### src/rtl/regfile_8x8.sv
// ----------------------------------------------------------------------------
// regfile_8x8 : 8 x 8-bit register file, one synchronous write port and two
//               combinational read ports with optional write-through bypass.
// Revision    : 1.0
// ----------------------------------------------------------------------------
`default_nettype none

module regfile_8x8 #(
  parameter int DATA_WIDTH = 8,
  parameter int ADDR_WIDTH = 3,
  parameter int BYPASS     = 0
) (
  input  logic                  clk,
  input  logic                  rst,
  input  logic                  we,
  input  logic [ADDR_WIDTH-1:0] waddr,
  input  logic [DATA_WIDTH-1:0] wdata,
  input  logic [ADDR_WIDTH-1:0] raddr1,
  input  logic [ADDR_WIDTH-1:0] raddr2,
  output logic [DATA_WIDTH-1:0] rdata1,
  output logic [DATA_WIDTH-1:0] rdata2
);

  localparam int c_num_regs = 2 ** ADDR_WIDTH;

  logic [DATA_WIDTH-1:0] mem_q [c_num_regs];
  logic [DATA_WIDTH-1:0] mem_d [c_num_regs];

  always_comb begin
    for (int i = 0; i < c_num_regs; i++) begin
      mem_d[i] = mem_q[i];
    end
    if (we) begin
      mem_d[waddr] = wdata;
    end
  end

  // Reset wins over a same-edge write: the write computed in mem_d is dropped.
  always_ff @(posedge clk) begin
    if (rst) begin
      for (int i = 0; i < c_num_regs; i++) begin
        mem_q[i] <= '0;
      end
    end else begin
      for (int i = 0; i < c_num_regs; i++) begin
        mem_q[i] <= mem_d[i];
      end
    end
  end

  generate
    if (BYPASS != 0) begin : g_bypass
      assign rdata1 = (we && (raddr1 == waddr)) ? wdata : mem_q[raddr1];
      assign rdata2 = (we && (raddr2 == waddr)) ? wdata : mem_q[raddr2];
    end else begin : g_no_bypass
      assign rdata1 = mem_q[raddr1];
      assign rdata2 = mem_q[raddr2];
    end
  endgenerate

endmodule

`default_nettype wire

### config.mk
export PLATFORM = sky130hd
export DESIGN_NAME = regfile_8x8
export DESIGN_NICKNAME = d
export VERILOG_FILES = /design/src/rtl/regfile_8x8.sv
export SDC_FILE = /design/constraint.sdc
export NUM_CORES = 1
export LEC_CHECK = 0
export BUFFER_PORTS_ARGS = -buffer_cell sky130_fd_sc_hd__buf_2
export CORE_ASPECT_RATIO = 0.7
export CORE_UTILIZATION = 43
export CTS_BUF_LIST = sky130_fd_sc_hd__clkbuf_8 sky130_fd_sc_hd__clkbuf_16
export DETAILED_ROUTE_END_ITERATION = 10
export GPL_ROUTABILITY_DRIVEN = 0
export PLACE_DENSITY_LB_ADDON = 0.12
export SLEW_MARGIN = 10
export SYNTH_ARGS = -nofsm -noshare
export SYNTH_HDL_FRONTEND = slang
export SYNTH_SLANG_ARGS = --single-unit
### constraint.sdc
create_clock -name clk -period 1.5 [get_ports clk]
set_input_delay 0.3 -clock clk [delete_from_list [all_inputs] [get_ports clk]]
set_output_delay 0.3 -clock clk [all_outputs]
set_load 0.02 [all_outputs]
# After elaboration in Yosys (flattened, before gate mapping)
# Memory sizes are Yosys's and may differ from the RTL's.
# Index checks and enable logic that the tools add are counted.
# word_totals
in_bits,20
output_inout_bits,16
ram_bits,64
regBits,0
n_memories,1
# classes
n_lt_le_gt_ge,2
bitwise_logic,9
n_mux,15
reduce_logical,1
# mem_list
name,depth,word_bits,read_ports,rd_clocked_by_memory_dff,write_ports,line,source
mem_q,8,8,10,0,8,26,logic [DATA_WIDTH-1:0] mem_q [c_num_regs];
# ops
op,count
$mux W8,9
$bwmux W64,1
$mux W64,1
$demux W8 S3,1
$or A1 B1 Y1,8
$ge A4 B4 Y1 const B,1
$lt A4 B1 Y1 const B,1
$not A3 Y4,1
$mux W1,3
$logic_and A1 B1 Y1,1

# Depth between registers and ports, before layout
# Gate-level depths: netlist of run 1.
# logic_depth
ltp_word,8
ltp_mapped,5
depth_no_buf,3

# Worst setup path before layout of run 1
# OpenSTA, ideal clock, no wires.
# synth_timing
kind,input-to-output
start,input port raddr1[2]
end,output port rdata1[4]
arrival_time_ps,1386
cell_stages,4
path_buffers,2
slack_ps,-186
path_cell_list,buf_6 > buf_8 > mux4_1 > mux2_2
# synth_between
elab_chain_len,1
# synth_lines
item,line,source
"start, declared",18,"input logic [ADDR_WIDTH-1:0] raddr1,"
$mem_v2 Z8 W8,-,
"end, declared",20,"output logic [DATA_WIDTH-1:0] rdata1,"
# No other way between the ends.

==> results of run 1 <==
==> cells by family (layout without fill, tap and decap cells) <==
| group | count (synthesis) | count (layout) | synth area share |
|---|---|---|---|
| and+or+nand+nor | 117 | 117 | 0.150 |
| DFF | 64 | 64 | 0.371 |
| muxes | 72 | 72 | 0.365 |
| buffers and inverters | 37 | 85 | 0.0558 |
| AOI/OAI and AO/OA | 40 | 40 | 0.0580 |
==> final timing paths <==
path	startpoint	to	slack, ns	cells past startpoint
max reg2reg	mem_q[0][4]$_SDFFE_PP0P_	mem_q[0][4]$_SDFFE_PP0P_	0.83	3
min	wdata[1]	mem_q[5][1]$_SDFFE_PP0P_	0.27	3
max	mem_q[4][0]$_SDFFE_PP0P_	rdata2[0]	-0.36	3
min reg2reg	mem_q[7][6]$_SDFFE_PP0P_	mem_q[7][6]$_SDFFE_PP0P_	0.46	2
==> worst max-delay path, stage by stage (launching register included) <==
cell and delay [ns]:
dfxtp_2 0.35, mux4_2 0.47, mux2_4 0.28, buf_6 0.13
==> what timing repair did <==
action	CTS	global route
resized for setup	83	9
gates cloned	0	0
endpoints found under the setup margin	16	16
==> power by group through the flow <==
stage	sequential [W]	combinational, W	clock (W)
2_1_floorplan	0.00179	0.000301	0
3_3_place_gp	0.00180	0.000449	0
3_5_place_dp	0.00180	0.000452	0
4_1_cts	0.00177	0.000479	0.00185
5_1_grt	0.00178	0.000512	0.00194
6_report	0.00177	0.000479	0.00182
==> layout make-up <==
class	instances	share of cell area
well taps	98	0.0287
repair buffers	71	0.149
clock buffers	10	0.0559
flip-flops and latches	64	0.310
clock inverters	4	0.00380
multi-input cells	229	0.453
==> cell usage in the layout, fill, tap and decap left out, drive strengths merged <==
master   n
inv      3
dfxtp   64
and4b    3
or4b     1
nor4b    1
nand4    1
mux2    16
nand4b   3
nand2   80
clkinv   1
buf     70
mux4    32
mux2i   24
clkbuf  11
and4     1
nor2    24
nor4bb   3
a21oi   40
==> metrics by stage <==
| stage | hold WS, ns | power, W | instance area (um2) | utilization | TNS, ns |
|---|---|---|---|---|---|
| 3_5_place_dp | 0.456 | 0.00225 | 3960 | 0.527 | -6.57 |
| 5_1_grt | 0.285 | 0.00422 | 4280 | 0.569 | -5.99 |
| 2_1_floorplan | 0.440 | 0.00209 | 3500 | - | -1.36 |
| 4_1_cts | 0.260 | 0.00410 | 4270 | 0.568 | -5.61 |
| 3_3_place_gp | 0.453 | 0.00225 | 3960 | 0.527 | -5.91 |
| 6_report | 0.274 | 0.00407 | 4280 | 0.569 | -5.48 |
==> routing by layer <==
| metal | vias to the layer above | routed length [um] |
|---|---|---|
| li1 | 1257 | - |
| met1 | 1265 | 4530 |
| met2 | 102 | 3980 |
| met3 | 12 | 1170 |
| met4 | 0 | 112 |
| met5 | - | 0 |
==> load_flow_metrics.sql, run 1 <==
INSERT INTO impl_metrics (metric_group, metric, value, unit) VALUES
('setup_path', 'cp_max_fo', '3', ''),
('status', 'failed_checks', 'setup timing', ''),
('finish', 'finalNetCount', '395', ''),
('sta', 'fin_crit', '1.86', 'ns'),
('global_route', 'number_of_antenna_violations_at_the_first_check_in_global_routing', '0', ''),
('drt', 'detailroute.via_count', '2636', ''),
('sta', 'finalSetupViolations', '16', ''),
('clock_tree', 'cts.sink_count', '64', ''),
('sta', 'worst_slew_pin_slew', '0.328', 'ns'),
('drt', 'antenna_violating_nets_post_route', '0', ''),
('power_and_ir_drop', 'switching_fraction_of_total_power', '0.240', ''),
('drt', 'detailedRoute.firstIterationViolations', '230', ''),
('power_and_ir_drop', 'p_leak', '1.60', 'nW'),
('yosys', 'async_reset_ff_frac', '0', ''),
('global_route', 'met3_usage', '0.0706', ''),
('yosys', 'synth_largest_type_area_fraction', '0.371', ''),
('yosys', 'synthMostInstantiatedCell', 'nand2_1', ''),
('finish', 'layout.cells.non_filler', '476', ''),
('yosys', 'synth_fp_nets', '350', ''),
('global_route', 'top_usage_layer', 'met1', ''),
('clock_tree', 'clk_root_buffer_cell', 'clkbuf_16', ''),
('die', 'die-width', '109', 'um'),
('setup_path', 'worst_setup_path_end_kind', 'primary output', ''),
('yosys', 'synth.largest_area_cell', 'dfxtp_1', ''),
('sta', 'relative_slew_slack', '0.778', ''),
('die', 'pin_count', '36', ''),
('power_and_ir_drop', 'switching_power_total', '0.000979', 'W'),
('yosys', 'synth_area_per_cell', '10.5', 'um2'),
('job', 'drv.max_cap_violation_count', '0', ''),
('power_and_ir_drop', 'clockPowerShare', '0.447', ''),
('finish', 'sequential_cell_area', '0.00133', 'mm2'),
('drt', 'route.final.wire_length', '9800', 'um'),
('global_route', 'grt_max_degree', '65', ''),
('yosys', 'syn_area', '0.00345', 'mm2'),
('setup_path', 'criticalPathCategory', 'reg -> out', ''),
('sta', 'worst_slack_setup_final', '-0.363', 'ns'),
('global_route', 'global_route.usage.met2', '0.338', ''),
('clock_tree', 'cts.reportedPaths.clkPinSlew', '0.05', 'ns'),
('drt', 'drt_pass1_iterations', '4', ''),
('drt', 'route.detailed.drc', '0', ''),
('place', 'dp_hpwl', '6740', 'um'),
('power_and_ir_drop', 'comb_power_share', '0.118', ''),
('yosys', 'yosysUniqueCellTypes', '20', ''),
('finish', 'top_register', 'mem_q', ''),
('finish', 'post_route_cells_drive_above_1_share', '0.442', ''),
('yosys', 'ys_seq_elements', '64', ''),
('power_and_ir_drop', 'worst_ir_drop_vdd', '0.561', 'mV'),
('yosys', 'synthesis.yosys.warnings', '0', ''),
('finish', 'multi_input_comb_area', '0.00194', 'mm2'),
('yosys', 'synthTopCellsByArea', 'dfxtp_1 (37%), mux4_1 (24%), nand2_1 (8.7%)', ''),
('clock_tree', 'post-cts-setup-buffer-count', '0', ''),
('power_and_ir_drop', 'internal-power', '0.00309', 'W'),
('sta', 'grt_setup_unrepaired', 'yes', ''),
('die', 'initial_standard_cell_utilization_of_the_core', '0.459', ''),
('finish', 'largest_register_ff_count', '64', ''),
('sta', 'drv_slew', '0', ''),
('clock_tree', 'htree_num_levels', '3', ''),
('die', 'die-area', '0.00840', 'mm2'),
('min_path', 'min-delay-path-class', 'in -> reg', ''),
('clock_tree', 'clock_latency', '0.33', 'ns'),
('setup_path', 'critPathLaunchType', 'flop', ''),
('global_route', 'global_route.usage.met1', '0.400', ''),
('sta', 'final.period_utilization', '1.24', ''),
('clock_tree', 'holdBufCountCts', '0', ''),
('global_route', 'first_global_vias', '2521', ''),
('drt', 'via_per_inst', '5.54', ''),
('clock_tree', 'cts-buffers-inserted', '9', ''),
('yosys', 'share_of_synthesized_area_occupied_by_flip_flops_and_latches', '0.371', ''),
('status', 'run_status', 'complete, but fails checks', ''),
('global_route', 'grt_first_pass_wirelength', '15400', 'um'),
('global_route', 'grtUsageTotal', '0.257', '');
No activity file was read; power rests on OpenSTA's default activity.
==> inputs of run 2 (changes only) <==
--- a/config.mk
+++ b/config.mk
@@ -7,11 +7,13 @@
 export LEC_CHECK = 0
 export BUFFER_PORTS_ARGS = -buffer_cell sky130_fd_sc_hd__buf_2
 export CORE_ASPECT_RATIO = 0.7
+export CORE_MARGIN = 1.5
 export CORE_UTILIZATION = 43
 export CTS_BUF_LIST = sky130_fd_sc_hd__clkbuf_8 sky130_fd_sc_hd__clkbuf_16
 export DETAILED_ROUTE_END_ITERATION = 10
 export GPL_ROUTABILITY_DRIVEN = 0
 export PLACE_DENSITY_LB_ADDON = 0.12
+export REMOVE_ABC_BUFFERS = 1
 export SLEW_MARGIN = 10
 export SYNTH_ARGS = -nofsm -noshare
 export SYNTH_HDL_FRONTEND = slang
==> load_flow_metrics.sql, run 2 (synthesized netlist as in run 1, its figures left out) <==
INSERT INTO impl_metrics (metric_group, metric, value, unit) VALUES
('setup_path', 'slowest_delay', '0.48', 'ns'),
('setup_path', 'cp.required', '1.20', 'ns'),
('setup_path', 'timing.critical_path.slowest_stage_cell', 'mux4_2', ''),
('power_and_ir_drop', 'clockPowerShare', '0.500', ''),
('die', 'core.rowCount', '27', ''),
('sta', 'worst_slack_setup_final', '-0.347', 'ns'),
('power_and_ir_drop', 'p_leak', '1.67', 'nW'),
('finish', 'finish.instance_area', '0.00437', 'mm2'),
('min_path', 'min-delay-path-class', 'in -> reg', ''),
('power_and_ir_drop', 'switching_power_total', '0.000998', 'W'),
('place', 'post-place-cells', '473', ''),
('setup_path', 'buffers_plus_inverters_on_the_worst_setup_path', '1', ''),
('drt', 'drt_pass1_iterations', '4', ''),
('finish', 'area_delta_synth_final', '26.5', '%'),
('finish', 'largest_register_ff_count', '64', ''),
('clock_tree', 'holdBufCountCts', '0', ''),
('drt', 'antenna_violating_nets_post_route', '0', ''),
('drt', 'wire_per_inst', '18.7', 'um'),
('setup_path', 'critical_path.top_delay_family', 'multiplexers', ''),
('power_and_ir_drop', 'seqPwrFrac', '0.393', ''),
('drt', 'route.detailed.drc', '0', ''),
('sta', 'worst_slew_pin_slew', '0.480', 'ns'),
('clock_tree', 'htree_num_levels', '3', ''),
('finish', 'final_cell_mix', 'nand2_1 (80), buf_4 (43), dfxtp_1 (41), a21oi_1 (40), mux4_2 (30)', ''),
('power_and_ir_drop', 'internal-power', '0.00350', 'W'),
('clock_tree', 'clock_latency', '0.33', 'ns'),
('power_and_ir_drop', 'totalPowerFinal', '0.00450', 'W'),
('status', 'failed_checks', 'setup timing', ''),
('global_route', 'grt_first_pass_wirelength', '14600', 'um'),
('setup_path', 'worst_setup_path_end_kind', 'primary output', ''),
('finish', 'antenna_cells_inserted', '0', ''),
('finish', 'finalNetCount', '405', ''),
('setup_path', 'worst-r2r-setup-slack', '0.76', 'ns'),
('sta', 'achievable-frequency', '541', 'MHz'),
('clock_tree', 'clockBufferDepth', '2', ''),
('sta', 'finalSetupViolations', '16', ''),
('die', 'initial_standard_cell_utilization_of_the_core', '0.440', ''),
('die', 'die-width', '110', 'um'),
('sta', 'drv_slew', '0', ''),
('setup_path', 'criticalPathCategory', 'reg -> out', ''),
('setup_path', 'r2r_end', 'mem_q[4][1]$_SDFFE_PP0P_', ''),
('power_and_ir_drop', 'pwrdens', '1030', 'mW/mm2'),
('place', 'dp_hpwl', '6040', 'um'),
('min_path', 'hold_path.startpoint', 'wdata[7]', ''),
('finish', 'reg.largest.list', 'mem_q x64', ''),
('job', 'drv.max_cap_violation_count', '0', ''),
('clock_tree', 'clk_root_buffer_cell', 'clkbuf_16', ''),
('finish', 'layout.cells.non_filler', '490', ''),
('drt', 'via_per_inst', '5.49', ''),
('setup_path', 'timing.critical_path.arrival', '1.55', 'ns'),
('finish', 'layout.cells.most_common', 'nand2_1', ''),
('global_route', 'number_of_antenna_violations_at_the_first_check_in_global_routing', '0', ''),
('setup_path', 'critPathLaunchType', 'flop', ''),
('place', 'post_dp_cell_area', '0.00397', 'mm2'),
('sta', 'grt_setup_unrepaired', 'yes', ''),
('setup_path', 'timing.rr.start', 'mem_q[4][1]$_SDFFE_PP0P_', ''),
('global_route', 'grtUsageTotal', '0.241', ''),
('power_and_ir_drop', 'switching_fraction_of_total_power', '0.222', ''),
('sta', 'clock-skew-final', '0', 'ns'),
('power_and_ir_drop', 'comb_power_share', '0.107', ''),
('finish', 'post_route_cells_drive_above_1_share', '0.432', ''),
('clock_tree', 'cts.reportedPaths.clkPinSlew', '0.05', 'ns'),
('drt', 'detailedRoute.firstIterationViolations', '183', ''),
('sta', 'final.period_utilization', '1.23', ''),
('global_route', 'grt_max_degree', '65', ''),
('die', 'die-area', '0.00858', 'mm2'),
('setup_path', 'cp_max_fo', '3', ''),
('min_path', 'sink_of_the_worst_hold_path', 'mem_q[6][7]$_SDFFE_PP0P_', ''),
('min_path', 'timing.hold.worst_path_depth', '3', ''),
('clock_tree', 'cts-buffers-inserted', '9', ''),
('power_and_ir_drop', 'worst_ir_drop_vdd', '0.681', 'mV'),
('die', 'pin_count', '36', ''),
('global_route', 'grt-ovfl-total', '0', ''),
('setup_path', 'path_cells', 'mux4_2 > mux2_4 > buf_6', ''),
('sta', 'timing.final.hold_violations', '0', ''),
('die', 'fp.coreArea', '0.00784', 'mm2'),
('sta', 'relative_slew_slack', '0.676', ''),
('place', 'placement.io_buffers', '35', ''),
('setup_path', 'worstRegToRegCells', '3', ''),
('finish', 'final_core_utilization', '0.557', ''),
('clock_tree', 'tritoncts_clock_tree', 'done', ''),
('finish', 'top_register', 'mem_q', ''),
('drt', 'route.final.wire_length', '9160', 'um'),
('die', 'vertical_die_dimension', '78.0', 'um'),
('sta', 'finalSetupTns', '-5.34', 'ns'),
('clock_tree', 'cts.sink_count', '64', ''),
('sta', 'fin_crit', '1.85', 'ns'),
('drt', 'detailroute.via_count', '2691', ''),
('status', 'run_status', 'complete, but fails checks', ''),
('global_route', 'first_global_vias', '2607', '');
-- run 2: changes by cell type in the layout (fill, tap and decap cells not counted), moves of 2 or more --
cell,delta
buf_4,+14
dfxtp_1,+10
dfxtp_2,-8
mux2_2,+6
mux2_4,-6
buf_12,-2
bufinv_16,+2
dfxtp_4,-2
inv_1,-2
mux4_1,+2
mux4_2,-2
-- run 2: power groups by stage --
stage / sequential [W] / combinational [W] / clock, W
final: 0.00177 / 0.000480 / 0.00225
after global routing: 0.00177 / 0.000516 / 0.00237
after CTS: 0.00177 / 0.000480 / 0.00230
after detailed placement: 0.00180 / 0.000441 / 0
after global placement: 0.00180 / 0.000437 / 0
after floorplan: 0.00179 / 0.000173 / 0
-- run 2: how the worst max path moves through the flow --
stage                                  start                  endpoint  cells after the start
finish              mem_q[7][3]$_SDFFE_PP0P_                 rdata1[3]                      3
global route        mem_q[7][3]$_SDFFE_PP0P_                 rdata1[3]                      3
CTS                 mem_q[7][3]$_SDFFE_PP0P_                 rdata1[3]                      3
detailed placement                 raddr2[0]                 rdata2[3]                      4
global placement                   raddr2[0]                 rdata2[0]                      4
floorplan                                 we  mem_q[1][0]$_SDFFE_PP0P_                      3
-- run 2: timing repair --
| item | CTS | global route |
|---|---|---|
| pin swaps | 0 | 0 |
| setup endpoints to repair | 16 | 16 |
| buffers inserted | 0 | 2 |
| resized for setup | 86 | 11 |
| cloned | 0 | 0 |
-- run 2: stage by stage --
step           hold WS (ns)  setup WS [ns]
3_5_place_dp          0.456         -0.376
3_3_place_gp          0.452         -0.374
2_1_floorplan         0.369         -0.459
6_report              0.277         -0.347
5_1_grt               0.280         -0.387
4_1_cts               0.261         -0.374
-- run 2: worst register-to-register path, stage by stage (launching register included) --
cell and delay, ns:
dfxtp_2 0.32, buf_4 0.13, mux2i_1 0.12, nor2_1 0.05
-- run 2: area by class of cell --
cell class                      instances  area, um2
Fill cell                             714       3470
Timing Repair Buffer                   81        688
Clock buffer                           11        253
Multi-Input combinational cell        229       1920
Tap cell                              101        126
Clock inverter                          4       68.8
Sequential cell                        64       1310
-- run 2: per-layer routing --
layer	part of all wire	GRT usage
met5	0	0
met1	0.46	0.331
met4	0.0074	0.0654
met2	0.46	0.369
met3	0.065	0.0706
==> inputs of run 3 (changes only) <==
--- a/config.mk
+++ b/config.mk
@@ -10,9 +10,9 @@
 export CORE_MARGIN = 1.5
 export CORE_UTILIZATION = 43
 export CTS_BUF_LIST = sky130_fd_sc_hd__clkbuf_8 sky130_fd_sc_hd__clkbuf_16
+export CTS_CLUSTER_SIZE = 16
 export DETAILED_ROUTE_END_ITERATION = 10
 export GPL_ROUTABILITY_DRIVEN = 0
-export PLACE_DENSITY_LB_ADDON = 0.12
 export REMOVE_ABC_BUFFERS = 1
 export SLEW_MARGIN = 10
 export SYNTH_ARGS = -nofsm -noshare
==> load_flow_metrics.sql, run 3 (synthesized netlist as in run 1, its figures left out) <==
INSERT INTO impl_metrics (metric_group, metric, value, unit) VALUES
('status', 'run_status', 'complete, but fails checks', ''),
('status', 'failed_checks', 'setup timing', ''),
('die', 'initial_standard_cell_utilization_of_the_core', '0.440', ''),
('drt', 'wire_per_inst', '18.9', 'um'),
('setup_path', 'cp.required', '1.20', 'ns'),
('die', 'vertical_die_dimension', '78.0', 'um'),
('sta', 'finalSetupTns', '-5.22', 'ns'),
('sta', 'drv_slew', '0', ''),
('drt', 'route.detailed.drc', '0', ''),
('drt', 'drt_pass1_iterations', '4', ''),
('power_and_ir_drop', 'pwrdens', '979', 'mW/mm2'),
('sta', 'fin_crit', '1.85', 'ns'),
('job', 'drv.max_cap_violation_count', '0', ''),
('sta', 'worst_slew_pin_slew', '0.407', 'ns'),
('clock_tree', 'cts.reportedPaths.clkPinSlew', '0.05', 'ns'),
('setup_path', 'buffers_plus_inverters_on_the_worst_setup_path', '1', ''),
('sta', 'clock-skew-final', '0', 'ns'),
('sta', 'relative_slew_slack', '0.728', ''),
('sta', 'final.period_utilization', '1.23', ''),
('finish', 'filler_cell_count', '729', ''),
('power_and_ir_drop', 'p_leak', '1.67', 'nW'),
('clock_tree', 'clock_latency', '0.32', 'ns'),
('clock_tree', 'cts-buffers-inserted', '9', ''),
('clock_tree', 'clk_root_buffer_cell', 'clkbuf_16', ''),
('global_route', 'grt_first_pass_wirelength', '14600', 'um'),
('finish', 'top_register', 'mem_q', ''),
('finish', 'final_core_utilization', '0.557', ''),
('finish', 'final_cell_mix', 'nand2_1 (80), buf_4 (43), a21oi_1 (40), dfxtp_1 (37), mux4_2 (32)', ''),
('setup_path', 'timing.critical_path.arrival', '1.55', 'ns'),
('setup_path', 'worst_setup_path_end_kind', 'primary output', ''),
('finish', 'largest_register_ff_count', '64', ''),
('drt', 'antenna_violating_nets_post_route', '0', ''),
('drt', 'via_per_inst', '5.53', ''),
('sta', 'achievable-frequency', '541', 'MHz'),
('drt', 'detailroute.via_count', '2721', ''),
('sta', 'finalSetupViolations', '16', ''),
('setup_path', 'timing.critical_path.slowest_stage_cell', 'mux4_2', ''),
('die', 'core.rowCount', '27', ''),
('finish', 'layout.cells.most_common', 'nand2_1', ''),
('finish', 'reg.largest.list', 'mem_q x64', ''),
('global_route', 'first_global_vias', '2641', ''),
('finish', 'layout.cells.non_filler', '492', ''),
('place', 'place_worst_setup_slack', '-0.374', 'ns'),
('clock_tree', 'htree_num_levels', '3', ''),
('clock_tree', 'tritoncts_clock_tree', 'done', ''),
('global_route', 'grt_max_degree', '65', ''),
('finish', 'antenna_cells_inserted', '0', ''),
('sta', 'worst_slack_setup_final', '-0.348', 'ns'),
('die', 'fp.coreArea', '0.00784', 'mm2'),
('finish', 'finalNetCount', '407', ''),
('global_route', 'grtUsageTotal', '0.237', ''),
('place', 'placement.io_buffers', '35', ''),
('place', 'post-place-cells', '475', ''),
('setup_path', 'path_cells', 'mux4_2 > mux2_4 > buf_6', ''),
('place', 'dp_hpwl', '6180', 'um'),
('drt', 'detailedRoute.firstIterationViolations', '203', ''),
('die', 'die-width', '110', 'um'),
('sta', 'final.hold.worst_slack', '0.281', 'ns'),
('clock_tree', 'cts.sink_count', '64', ''),
('clock_tree', 'clockBufferDepth', '2', ''),
('finish', 'post_route_cells_drive_above_1_share', '0.450', ''),
('setup_path', 'slowest_delay', '0.48', 'ns'),
('min_path', 'min-delay-path-class', 'in -> reg', ''),
('sta', 'timing.final.hold_violations', '0', ''),
('die', 'pin_count', '36', ''),
('die', 'die-area', '0.00858', 'mm2'),
('setup_path', 'cp_max_fo', '3', ''),
('power_and_ir_drop', 'worst_ir_drop_vdd', '0.521', 'mV'),
('setup_path', 'criticalPathCategory', 'reg -> out', ''),
('setup_path', 'critical_path.top_delay_family', 'multiplexers', ''),
('sta', 'grt_setup_unrepaired', 'yes', ''),
('finish', 'area_delta_synth_final', '26.4', '%'),
('global_route', 'grt-ovfl-total', '0', ''),
('global_route', 'number_of_antenna_violations_at_the_first_check_in_global_routing', '0', ''),
('drt', 'route.final.wire_length', '9280', 'um'),
('setup_path', 'critPathLaunchType', 'flop', '');
## run 3: cell count changes in the layout (fill, tap and decap cells not counted), moves of 4 or more
cell	previous run	this run
dfxtp_2	23	27
mux2_4	10	16
mux2_2	6	0
dfxtp_1	41	37
## run 3: final cells by class
cell class              count  area [um2]  area share
multi-input cells         229        1940       0.444
flip-flops and latches     64        1320       0.301
repair buffers             83         698       0.160
well taps                 101         126      0.0290
clock buffers              10         239      0.0548
clock inverters             5        48.8      0.0112
## run 3: power breakdown
group          internal (W)  total, W  switching, W
logic              0.000239  0.000489      0.000250
clock network       0.00130   0.00201      0.000709
registers           0.00174   0.00177     0.0000269
total               0.00329   0.00427      0.000986
## run 3: tightest hold or removal path, delay by kind of cell
kind	cells	cell delay, ns
buf+inv	1	0.15
compound gates	1	0.05
simple gates	1	0.07
## run 3: through the flow
stage               power (W)  instance area, um2
global placement      0.00223                3990
floorplan             0.00196                3260
finish                0.00427                4360
CTS                   0.00431                4350
global route          0.00443                4360
detailed placement    0.00224                3990
## run 3: metal layers
metal,GRT usage,share of wire,routed length (um)
met2,0.329,0.42,3940
met1,0.355,0.46,4300
met3,0.0613,0.098,911
met4,0.0769,0.014,126
met5,0,0,0
## run 3: worst paths after layout
path | slack, ns | start | cells past startpoint | end
max | -0.35 | mem_q[7][2]$_SDFFE_PP0P_ | 3 | rdata2[2]
min | 0.28 | wdata[4] | 3 | mem_q[5][4]$_SDFFE_PP0P_
max reg2reg | 0.76 | mem_q[2][6]$_SDFFE_PP0P_ | 3 | mem_q[2][6]$_SDFFE_PP0P_
min reg2reg | 0.46 | mem_q[0][3]$_SDFFE_PP0P_ | 2 | mem_q[0][3]$_SDFFE_PP0P_
## run 3: what timing repair did
action | in CTS | in global routing
hold buffers | 0 | 0
buffers inserted | 1 | 1
setup endpoints to repair | 16 | 16
resized for setup | 101 | 6
